[config.mk]
export PLATFORM = sky130hd
export DESIGN_NAME = idex_stage_flat
export DESIGN_NICKNAME = d
export VERILOG_FILES = /design/src/rtl/idex_stage_pkg.sv /design/src/rtl/idex_stage_if.sv /design/src/rtl/idex_stage_hazard_detect.sv /design/src/rtl/idex_stage.sv /design/src/flat_wrapper.sv
export SDC_FILE = /design/constraint.sdc
export NUM_CORES = 1
export LEC_CHECK = 0
export CAP_MARGIN = 10
export CORE_ASPECT_RATIO = 0.6
export CORE_MARGIN = 2
export CORE_UTILIZATION = 59
export CTS_CLUSTER_DIAMETER = 40
export CTS_CLUSTER_SIZE = 30
export DETAILED_ROUTE_END_ITERATION = 16
export DONT_BUFFER_PORTS = 1
export PLACE_DENSITY = 0.85
export SKIP_LAST_GASP = 1
export SYNTH_ARGS = -nofsm -noshare
export SYNTH_HDL_FRONTEND = slang
export SYNTH_SLANG_ARGS = --single-unit
[constraint.sdc]
create_clock -name clock -period 1.8 [get_ports clock]
set_input_delay 0.36 -clock clock [delete_from_list [all_inputs] [get_ports clock]]
set_output_delay 0.36 -clock clock [all_outputs]
set_load 0.01 [all_outputs]
[src/rtl/idex_stage_pkg.sv]
// Shared pipeline definitions: operand/register widths and the control-word layout
// used by the ID/EX and EX/MEM stages and the forwarding unit.
package idex_stage_pkg;

  localparam int DATA_W = 8;
  localparam int REG_W  = 2;
  localparam int CNT_W  = 8;
  localparam int CTRL_W = 9;

  // Bit positions inside the control word {RegWrite..ALUOp[1:0]}
  localparam int CTRL_REGWRITE = 8;
  localparam int CTRL_MEMREAD  = 7;
  localparam int CTRL_MEMWRITE = 6;
  localparam int CTRL_MEMTOREG = 5;
  localparam int CTRL_ALUSRC   = 4;
  localparam int CTRL_REGDST   = 3;
  localparam int CTRL_BRANCH   = 2;
  localparam int CTRL_ALUOP    = 0;
  localparam int CTRL_ALUOP_W  = 2;

  typedef logic [CTRL_W-1:0] ctrl_t;

  localparam ctrl_t CTRL_NOP = '0;

endpackage

[src/rtl/idex_stage_if.sv]
// ID -> EX boundary bundle: decoded ID fields in, registered EX fields and
// hazard controls out.
interface idex_stage_if
  import idex_stage_pkg::*;
#(
  parameter int DATA_W = idex_stage_pkg::DATA_W,
  parameter int REG_W  = idex_stage_pkg::REG_W,
  parameter int CNT_W  = idex_stage_pkg::CNT_W
) ();

  logic [REG_W-1:0]  ifid_rs;
  logic [REG_W-1:0]  ifid_rt;
  logic [REG_W-1:0]  ifid_rd;
  logic [DATA_W-1:0] ifid_rd1;
  logic [DATA_W-1:0] ifid_rd2;
  logic [DATA_W-1:0] ifid_imm;
  ctrl_t             ifid_ctrl;
  logic              ifid_valid;
  logic              flush;

  logic [REG_W-1:0]  idex_rs;
  logic [REG_W-1:0]  idex_rt;
  logic [REG_W-1:0]  idex_rd;
  logic [DATA_W-1:0] idex_rd1;
  logic [DATA_W-1:0] idex_rd2;
  logic [DATA_W-1:0] idex_imm;
  ctrl_t             idex_ctrl;
  logic              idex_valid;
  logic              stall;
  logic              pc_write;
  logic              ifid_write;
  logic [CNT_W-1:0]  bubble_count;

  modport master (
    output ifid_rs, ifid_rt, ifid_rd, ifid_rd1, ifid_rd2, ifid_imm,
           ifid_ctrl, ifid_valid, flush,
    input  idex_rs, idex_rt, idex_rd, idex_rd1, idex_rd2, idex_imm,
           idex_ctrl, idex_valid, stall, pc_write, ifid_write, bubble_count
  );

  modport slave (
    input  ifid_rs, ifid_rt, ifid_rd, ifid_rd1, ifid_rd2, ifid_imm,
           ifid_ctrl, ifid_valid, flush,
    output idex_rs, idex_rt, idex_rd, idex_rd1, idex_rd2, idex_imm,
           idex_ctrl, idex_valid, stall, pc_write, ifid_write, bubble_count
  );

endinterface

[src/rtl/idex_stage_hazard_detect.sv]
// Load-use hazard detection: a load in EX whose destination is a source of the
// instruction in ID freezes PC and IF/ID for one cycle. A flush overrides it.
module idex_stage_hazard_detect #(
  parameter int REG_W = idex_stage_pkg::REG_W
) (
  input  logic             idex_valid,
  input  logic             idex_mem_read,
  input  logic [REG_W-1:0] idex_rt,
  input  logic             ifid_valid,
  input  logic [REG_W-1:0] ifid_rs,
  input  logic [REG_W-1:0] ifid_rt,
  input  logic             flush,
  output logic             stall,
  output logic             pc_write,
  output logic             ifid_write
);

  logic hazard;

  // r0 is hard-wired zero, so a load targeting it never produces a dependency.
  assign hazard = idex_valid & idex_mem_read & (idex_rt != '0) & ifid_valid &
                  ((idex_rt == ifid_rs) | (idex_rt == ifid_rt));

  assign stall      = hazard & ~flush;
  assign pc_write   = ~stall;
  assign ifid_write = ~stall;

endmodule

[src/rtl/idex_stage.sv]
// ID/EX pipeline register with load-use bubble insertion, flush squashing and a
// saturating count of inserted bubbles.
module idex_stage
  import idex_stage_pkg::*;
(
  input  logic         clock,
  input  logic         reset,
  idex_stage_if.slave  bus
);

  logic kill;
  logic count_bubble;

  idex_stage_hazard_detect #(.REG_W(REG_W)) u_hazard (
    .idex_valid    (bus.idex_valid),
    .idex_mem_read (bus.idex_ctrl[CTRL_MEMREAD]),
    .idex_rt       (bus.idex_rt),
    .ifid_valid    (bus.ifid_valid),
    .ifid_rs       (bus.ifid_rs),
    .ifid_rt       (bus.ifid_rt),
    .flush         (bus.flush),
    .stall         (bus.stall),
    .pc_write      (bus.pc_write),
    .ifid_write    (bus.ifid_write)
  );

  // Squashing clears control on any flush, but only a real instruction counts.
  assign kill         = bus.stall | bus.flush;
  assign count_bubble = bus.stall | (bus.flush & bus.ifid_valid);

  // NOTE: all state below uses non-blocking assignments so every register
  // samples the pre-edge value of the others, independent of statement order.
  always_ff @(posedge clock) begin
    if (reset) begin
      bus.idex_rs      <= '0;
      bus.idex_rt      <= '0;
      bus.idex_rd      <= '0;
      bus.idex_rd1     <= '0;
      bus.idex_rd2     <= '0;
      bus.idex_imm     <= '0;
      bus.idex_ctrl    <= CTRL_NOP;
      bus.idex_valid   <= 1'b0;
      bus.bubble_count <= '0;
    end else begin
      bus.idex_rs    <= bus.ifid_rs;
      bus.idex_rt    <= bus.ifid_rt;
      bus.idex_rd    <= bus.ifid_rd;
      bus.idex_rd1   <= bus.ifid_rd1;
      bus.idex_rd2   <= bus.ifid_rd2;
      bus.idex_imm   <= bus.ifid_imm;
      bus.idex_ctrl  <= kill ? CTRL_NOP : bus.ifid_ctrl;
      bus.idex_valid <= bus.ifid_valid & ~kill;
      if (count_bubble && !(&bus.bubble_count)) begin
        bus.bubble_count <= bus.bubble_count + 1'b1;
      end
    end
  end

endmodule

[src/flat_wrapper.sv]
// flat-port wrapper written by rule: the top's interface ports become plain ports
module idex_stage_flat import idex_stage_pkg::*;
  (clock, reset, bus_ifid_rs, bus_ifid_rt, bus_ifid_rd, bus_ifid_rd1, bus_ifid_rd2, bus_ifid_imm, bus_ifid_ctrl, bus_ifid_valid, bus_flush, bus_idex_rs, bus_idex_rt, bus_idex_rd, bus_idex_rd1, bus_idex_rd2, bus_idex_imm, bus_idex_ctrl, bus_idex_valid, bus_stall, bus_pc_write, bus_ifid_write, bus_bubble_count);
  idex_stage_if bus_i ();
  input  logic clock;
  input  logic reset;
  input wire logic [$bits(bus_i.ifid_rs)-1:0] bus_ifid_rs;
  input wire logic [$bits(bus_i.ifid_rt)-1:0] bus_ifid_rt;
  input wire logic [$bits(bus_i.ifid_rd)-1:0] bus_ifid_rd;
  input wire logic [$bits(bus_i.ifid_rd1)-1:0] bus_ifid_rd1;
  input wire logic [$bits(bus_i.ifid_rd2)-1:0] bus_ifid_rd2;
  input wire logic [$bits(bus_i.ifid_imm)-1:0] bus_ifid_imm;
  input wire logic [$bits(bus_i.ifid_ctrl)-1:0] bus_ifid_ctrl;
  input wire logic [$bits(bus_i.ifid_valid)-1:0] bus_ifid_valid;
  input wire logic [$bits(bus_i.flush)-1:0] bus_flush;
  output wire logic [$bits(bus_i.idex_rs)-1:0] bus_idex_rs;
  output wire logic [$bits(bus_i.idex_rt)-1:0] bus_idex_rt;
  output wire logic [$bits(bus_i.idex_rd)-1:0] bus_idex_rd;
  output wire logic [$bits(bus_i.idex_rd1)-1:0] bus_idex_rd1;
  output wire logic [$bits(bus_i.idex_rd2)-1:0] bus_idex_rd2;
  output wire logic [$bits(bus_i.idex_imm)-1:0] bus_idex_imm;
  output wire logic [$bits(bus_i.idex_ctrl)-1:0] bus_idex_ctrl;
  output wire logic [$bits(bus_i.idex_valid)-1:0] bus_idex_valid;
  output wire logic [$bits(bus_i.stall)-1:0] bus_stall;
  output wire logic [$bits(bus_i.pc_write)-1:0] bus_pc_write;
  output wire logic [$bits(bus_i.ifid_write)-1:0] bus_ifid_write;
  output wire logic [$bits(bus_i.bubble_count)-1:0] bus_bubble_count;
  assign bus_i.ifid_rs = bus_ifid_rs;
  assign bus_i.ifid_rt = bus_ifid_rt;
  assign bus_i.ifid_rd = bus_ifid_rd;
  assign bus_i.ifid_rd1 = bus_ifid_rd1;
  assign bus_i.ifid_rd2 = bus_ifid_rd2;
  assign bus_i.ifid_imm = bus_ifid_imm;
  assign bus_i.ifid_ctrl = bus_ifid_ctrl;
  assign bus_i.ifid_valid = bus_ifid_valid;
  assign bus_i.flush = bus_flush;
  assign bus_idex_rs = bus_i.idex_rs;
  assign bus_idex_rt = bus_i.idex_rt;
  assign bus_idex_rd = bus_i.idex_rd;
  assign bus_idex_rd1 = bus_i.idex_rd1;
  assign bus_idex_rd2 = bus_i.idex_rd2;
  assign bus_idex_imm = bus_i.idex_imm;
  assign bus_idex_ctrl = bus_i.idex_ctrl;
  assign bus_idex_valid = bus_i.idex_valid;
  assign bus_stall = bus_i.stall;
  assign bus_pc_write = bus_i.pc_write;
  assign bus_ifid_write = bus_i.ifid_write;
  assign bus_bubble_count = bus_i.bubble_count;
  idex_stage u_core (.clock(clock), .reset(reset), .bus(bus_i));
endmodule
; ---- Yosys cells after proc, flatten, opt, wreduce, memory -nomap -nowiden
; Index checks and enable logic that the tools add are counted.
[totals]
latchBits = 0
mem_count = 0
wordCells = 30
ramBits = 0
mem_bits_ro = 0
regBits = 48
output_inout_bits = 51
inputBits = 43
[classes]
n_bitwise = 13
shift = 0
n_mul = 0
order_cmp = 0
n_reduce_logical = 5
n_eq_ne = 2
div_mod_pow = 0
add_sub_neg = 1
mux = 0
[ops]
columns = cell, count
row1 = adder 8 x 1 -> 8 bit (second input constant), 1
row2 = AND reduction 8 bit, 1
row3 = AND 1 bit, 7
row4 = equality test 2 bit, 2
row5 = NOT 1 bit, 3
row6 = bitwise OR 1 bit, 3
row7 = nonzero test 2 bit, 1
row8 = OR reduction 2 bit, 1
row9 = logical AND 1 bit, 1
row10 = logical NOT 1 bit, 1

; ---- Depth between registers and ports, before layout
; Gate-level depths: netlist of the first run.
[logic_depth]
ltp_word = 8
ltp_mapped = 6
depth_no_buf = 5

; ---- Cells and area by module
; From an unflattened synthesis of the first run, not the netlist that was laid out.
[unflattened]
cells_unflattened = 145
area_unflattened_um2 = 1592.8
[by_module_without_submodules]
columns = module, cells_per_inst, seq_area_each_um2, area_per_inst_um2, instances
row1 = idex_stage, 136, 960.9, 1516.5, 1
row2 = idex_stage_hazard_detect, 9, 0.0, 76.3, 1

; ---- Worst setup path before layout of the first run
; OpenSTA, ideal clock, no wires.
[synth_timing]
path_kind = reg-to-reg
start = reg u_core.bus.bubble_count[0] (netlist bit)
end = reg u_core.bus.bubble_count[5] (netlist bit)
setup_time_ns = 0.071
required_ns = 1.729
slack_ns = 0.103
path_buffers = 1
period_less_slack_ns = 1.697
t_arrival_ns = 1.627
stages_incl_launch_ff = 7
path_cell_list = dfxtp_1 > ha_1 > and3_4 > and3_4 > buf_6 > or4_1 > a21oi_1
[synth_via]
elab_chain_cells = 3
word_cells_on_any_way = 4
classes_between = add/sub (1) / reduce/logical (3)
[synth_rtl]
columns = element, line
row1 = from (decl), idex_stage_if.sv:45  ; idex_ctrl, idex_valid, stall, pc_write, ifid_write, bubble_count
row2 = from (signal assigned), idex_stage.sv:54  ; bus.bubble_count <= bus.bubble_count + 1'b1;
row3 = "parallel branches: the longest is 3 deep, another holds adder 8 x 1 -> 8 bit", n/a
; Several ways; the timed one is not identified.
; A chain may end at the register's enable or synchronous reset.

; ---- Final worst setup path of the first run
[layout_timing]
start = reg u_core.bus.idex_rt[0]
end = out bus_ifid_write
[layout_via]
elab_chain_cells = 6
word_cells_on_any_way = 9
classes_between = eq/ne (2) / bitwise (6) / reduce/logical (1)
[layout_rtl]
columns = element, line
row1 = from (decl), idex_stage_if.sv:44  ; output idex_rs, idex_rt, idex_rd, idex_rd1, idex_rd2, idex_imm,
row2 = from (signal assigned), idex_stage.sv:46  ; bus.idex_rt <= bus.ifid_rt;
row3 = nonzero test 2 bit, idex_stage_hazard_detect.sv:21  ; assign hazard = idex_valid & idex_mem_read & (idex_rt != '0) & ifid_valid &
row4 = AND 1 bit (2 in series), idex_stage_hazard_detect.sv:21
row5 = AND 1 bit *, idex_stage_hazard_detect.sv:21
row6 = AND 1 bit *, idex_stage_hazard_detect.sv:24  ; assign stall = hazard & ~flush;
row7 = NOT 1 bit *, idex_stage_hazard_detect.sv:26  ; assign ifid_write = ~stall;
row8 = to (decl), flat_wrapper.sv:26  ; output wire logic [$bits(bus_i.ifid_write)-1:0] bus_ifid_write;
; Every way passes the cells marked *; elsewhere a longest branch is shown, timed or not.

==> impl_metrics.json, run 1 <==
{
  "status": "complete, no violations",
  "ys.flop_type": "dfxtp_1",
  "fill_cells": 170,
  "p_int_mw": 1.48,
  "leakagePower_nw": 0.708,
  "synthesis.nets": 188,
  "async_reset_ff_frac": 0,
  "pwr-share-comb": 0.054,
  "num_vias": 1062,
  "crit_type": "reg2out",
  "rsz0062_at_grt": "false",
  "setup_viol": 0,
  "relSlewSlack": 0.691,
  "start_kind": "flip-flop",
  "clock_path_buffers": 2,
  "period_share": 0.956,
  "die_w_um": 70.8,
  "cts_hold_buf": 0,
  "drc": 0,
  "synthDistinctLibCells": 28,
  "maxCapViolCount": 0,
  "cts_tree": "yes",
  "finalNonFillerCells": 189,
  "tightest_slew_ps": 462,
  "syn_to_final_growth_pct": 13.9,
  "antenna_cells": 0,
  "yosysSeqAreaShare": 0.608,
  "post-place-ws_ps": -73.5,
  "clk_latency_ps": 290,
  "grt_use_met1": 0.217,
  "dieArea_um2": 3120,
  "end_kind": "primary output",
  "pwr-share-clk": 0.338,
  "hold_path_class": "in2reg",
  "ys_warn_count": 0,
  "die_y_um": 44.1,
  "swShare": 0.217,
  "cts_sinks": 48,
  "grt-ovfl-total": 0,
  "fmax_ghz": 0.581,
  "netlist_instances": 144,
  "ys_ff_latch": 48,
  "path_clk_slew_ps": 80,
  "port_buffers": 0,
  "grt_antenna_before_repair": 0,
  "report.final.slew_viol_count": 0,
  "clockRootBuffer": "clkbuf_8",
  "ios": 94,
  "busiest_layer": "met2",
  "drt_wl_total_um": 3060,
  "ant_nets": 0,
  "first_iter_violations": 24,
  "drt-pass1-iter-count": 4,
  "cts_htree_levels": 2,
  "layout_common_cells": "dfxtp_1 (46), nor2b_1 (30), buf_4 (11), and2_1 (10), a21oi_1 (8)",
  "dp_hpwl_um": 2210,
  "grtUsageMet3": 0.118,
  "hold_viol": 0,
  "power_frac_seq": 0.608,
  "whs_ps": 127,
  "gp_congestion": 0.841,
  "vias_per_cell": 5.62,
  "drive_gt1_frac": 0.191,
  "cp_max_fo": 4,
  "layout.nets": 200,
  "wl_per_cell_um": 16.2,
  "crit_arrival_ps": 1360,
  "use_met2": 0.320,
  "initial_core_util": 0.626,
  "cts_inserted_buffers": 5,
  "worst_slack_ps": 78.7,
  "grt_pass1_vias": 958,
  "irDropWorstVdd_v": 0.000726,
  "layout.cells.most_common": "dfxtp_1",
  "synth-edff-count": 0,
  "clock_skew_ps": 4.21,
  "rows": 14,
  "placed_cells": 179,
  "synthesis.area_um2": 1580,
  "min_period_ps": 1720,
  "avgSynthCellArea_um2": 11.0,
  "core-area_um2": 2520,
  "required_ps": 1440,
  "grt_pass1_wl_um": 4670,
  "grt_max_degree": 40,
  "p_sw_uw": 411,
  "track_usage": 0.202,
  "p_per_area_nw_per_um2": 1050
}
power by group through the flow:
stage,logic [mW],registers [mW],clock network (mW)
2_1_floorplan,0.0636,1.17,0
3_3_place_gp,0.0775,1.17,0
3_5_place_dp,0.0834,1.18,0
4_1_cts,0.0878,1.15,0.651
5_1_grt,0.113,1.16,0.696
6_report,0.102,1.15,0.638
worst max-delay path, cell delays in order (launching register included):
cell,delay (ps)
dfxtp_4,370
xor2_2,150
o22ai_2,210
buf_6,140
nand2_2,60
buf_6,140
worst paths after layout:
kind | from | slack (ps) | cells past startpoint | endpoint
worst max-delay path | u_core.bus.idex_rt[0] | 80 | 5 | bus_ifid_write
worst min-delay path | reset | 130 | 1 | u_core.bus.idex_imm[5]
worst max register to register | u_core.bus.bubble_count[5] | 130 | 5 | u_core.bus.bubble_count[3]
worst min register to register | u_core.bus.bubble_count[5] | 530 | 2 | u_core.bus.bubble_count[5]
cell families after synthesis:
logic type | Yosys count | share of synthesized area
AO/OA/AOI/OAI | 19 | 0.0776
buffers and inverters | 10 | 0.0340
flip-flops | 48 | 0.608
AND/OR/NAND/NOR | 62 | 0.250
XOR/XNOR | 4 | 0.0222
adder cells (fa/ha/maj) | 1 | 0.00792
flip-flops by register name, indices dropped and copies added, names as in the netlist:
signal and count:
u_core.bus.bubble_count 8, u_core.bus.idex_valid 1, u_core.bus.idex_rd1 8, u_core.bus.idex_ctrl 9, u_core.bus.idex_rd2 8, u_core.bus.idex_rs 2, u_core.bus.idex_rt 2, u_core.bus.idex_rd 2
u_core.bus.idex_imm 8
final cells by class:
class                   count  area [µm²]  share of cell area
clock buffers               7        86.3              0.0480
clock inverters             1        7.51             0.00417
inverters                   2        7.51             0.00417
well taps                  32        40.0              0.0223
flip-flops and latches     48         966               0.537
multi-input cells          86         587               0.326
repair buffers             13         105              0.0584
metrics by stage:
step	util	setup TNS [ps]	area, µm²	power, mW
6_report	0.713	0	1800	1.89
3_3_place_gp	0.657	0	1660	1.25
2_1_floorplan	-	0	1580	1.24
5_1_grt	0.713	0	1800	1.96
4_1_cts	0.699	0	1760	1.89
3_5_place_dp	0.657	-484	1660	1.26
layer usage:
layer,wire length [µm],up-vias
li1,-,503
met1,1150,477
met2,1410,75
met3,449,7
met4,56,0
met5,0,-
synthesized netlist by cell type, types with 3 or more instances:
cell type | instances | area (µm²)
nand3_1 | 5 | 25.0
xor2_1 | 4 | 35.0
dfxtp_1 | 48 | 961
and2_1 | 10 | 62.6
or4_1 | 3 | 22.5
or3_1 | 3 | 18.8
o31ai_1 | 5 | 37.5
clkbuf_1 | 4 | 15.0
a21oi_1 | 8 | 40.0
nor2b_1 | 30 | 188
what timing repair did:
action                                  in CTS  in global routing
buffers inserted                             0                  2
cloned                                       0                  0
hold endpoints to repair                     0                  0
gates resized for setup                      4                  5
endpoints found under the setup margin      13                  3
pin swaps                                    1                  2
Power figures use the tool's default switching activity.
==> inputs of run 2 (changes only) <==
--- a/config.mk
+++ b/config.mk
@@ -7,7 +7,7 @@
 export LEC_CHECK = 0
 export CAP_MARGIN = 10
 export CORE_ASPECT_RATIO = 0.6
-export CORE_MARGIN = 2
+export CORE_MARGIN = 10
 export CORE_UTILIZATION = 59
 export CTS_CLUSTER_DIAMETER = 40
 export CTS_CLUSTER_SIZE = 30
==> impl_metrics.json, run 2 (synthesis results as in run 1) <==
{
  "hold_viol": 0,
  "clock_path_buffers": 2,
  "grt_pass1_wl_um": 5510,
  "crit_slowest_cell": "dfxtp_2",
  "path_clk_slew_ps": 80,
  "required_ps": 1440,
  "maxCapViolCount": 0,
  "grt_pass1_vias": 1050,
  "placed_area_um2": 1660,
  "clk_latency_ps": 290,
  "cp_top_family": "flip-flops",
  "cts_sinks": 48,
  "drive_gt1_frac": 0.172,
  "crit_chain": "xor2_1 -> o22ai_2 -> buf_4 -> nand2_1 -> buf_6",
  "post-place-ws_ps": 64.3,
  "port_buffers": 0,
  "leakagePower_nw": 0.717,
  "die_y_um": 60.1,
  "num_vias": 1055,
  "relSlewSlack": 0.671,
  "syn_to_final_growth_pct": 13.4,
  "finalNonFillerCells": 189,
  "min_period_ps": 1730,
  "largest_reg_flops": 9,
  "whs_ps": 134,
  "start_kind": "flip-flop",
  "cpPeakStageDelay_ps": 350,
  "placed_cells": 180,
  "cp_max_fo": 4,
  "end_kind": "primary output",
  "path_buf_inv": 2,
  "ant_nets": 0,
  "vias_per_cell": 5.58,
  "top_register": "u_core.bus.idex_ctrl",
  "p_per_area_nw_per_um2": 1110,
  "rows": 14,
  "fmax_ghz": 0.577,
  "crit_arrival_ps": 1370,
  "core-area_um2": 2520,
  "drc": 0,
  "ios": 94,
  "grt-ovfl-total": 0,
  "finalSetupTns_ps": 0,
  "dieArea_um2": 5220,
  "crit_type": "reg2out",
  "layout.cells.most_common": "dfxtp_1",
  "clockRootBuffer": "clkbuf_8",
  "dp_hpwl_um": 3040,
  "final_core_util": 0.710,
  "cts_inserted_buffers": 5,
  "clock_skew_ps": 3.72,
  "wl_per_cell_um": 20.2,
  "design_area_um2": 1790,
  "rsz0062_at_grt": "true",
  "hold_path_class": "in2reg",
  "first_iter_violations": 59,
  "irDropWorstVdd_v": 0.000648,
  "period_share": 0.963,
  "layout_common_cells": "dfxtp_1 (46), nor2b_1 (30), buf_4 (12), and2_1 (10), a21oi_1 (8)",
  "cts_tree": "yes",
  "worst_slack_ps": 66.3,
  "initial_core_util": 0.626,
  "cts_htree_levels": 2,
  "antenna_cells": 0,
  "drt_wl_total_um": 3810,
  "layout.nets": 200,
  "die_w_um": 86.8,
  "tightest_slew_ps": 493,
  "status": "complete, no violations",
  "grt_max_degree": 40,
  "setup_viol": 0,
  "grt_antenna_before_repair": 0,
  "report.final.slew_viol_count": 0,
  "drt-pass1-iter-count": 4,
  "gp_congestion": 0.680,
  "power_mw": 1.98,
  "track_usage": 0.137
}
==> run 2: worst paths after layout <==
| kind | from | end | slack (ps) | depth (start not counted) |
|---|---|---|---|---|
| max | u_core.bus.idex_rt[0] | bus_pc_write | 70 | 5 |
| min | reset | u_core.bus.idex_rt[1] | 130 | 1 |
| min reg2reg | u_core.bus.bubble_count[7] | u_core.bus.bubble_count[7] | 590 | 2 |
| max reg2reg | u_core.bus.bubble_count[0] | u_core.bus.bubble_count[3] | 100 | 5 |
==> run 2: power by group <==
part | internal (mW) | leakage (nW) | total (mW) | switching (mW)
Clock | 0.412 | 0.0552 | 0.735 | 0.323
Combinational | 0.0521 | 0.264 | 0.0912 | 0.0391
Sequential | 1.11 | 0.397 | 1.15 | 0.0442
Total | 1.57 | 0.717 | 1.98 | 0.406
==> run 2: area by class of cell <==
| class | instances | area (µm²) |
|---|---|---|
| clock inverter | 2 | 35.0 |
| inverter | 2 | 7.51 |
| multi-input combinational | 86 | 572 |
| clock buffer | 6 | 72.6 |
| fill | 190 | 731 |
| tap | 32 | 40.0 |
| timing repair buffer | 13 | 101 |
| sequential | 48 | 963 |
==> run 2: timing repair <==
| item | CTS | global route |
|---|---|---|
| setup buffers | 0 | 1 |
| endpoints found under the setup margin | 2 | 6 |
| gates resized for setup | 1 | 3 |
| endpoints found under the hold margin | 0 | 0 |
| hold buffers | 0 | 0 |
| pin swaps | 0 | 1 |
==> run 2: routing by layer <==
layer / vias up / global-route usage / share of wire
met2: 71 / 0.213 / 0.47
met4: 0 / 0.0621 / 0.010
li1: 502 / - / -
met1: 478 / 0.144 / 0.38
met5: - / 0 / 0
met3: 4 / 0.0868 / 0.13
==> run 2: worst register-to-register path, delay by kind of cell, from the launching register on <==
kind,cells,cell delay (ps)
AO/OA/AOI/OAI,1,170
adder cells (fa/ha/maj),1,240
flip-flops,1,330
AND/OR/NAND/NOR,3,890
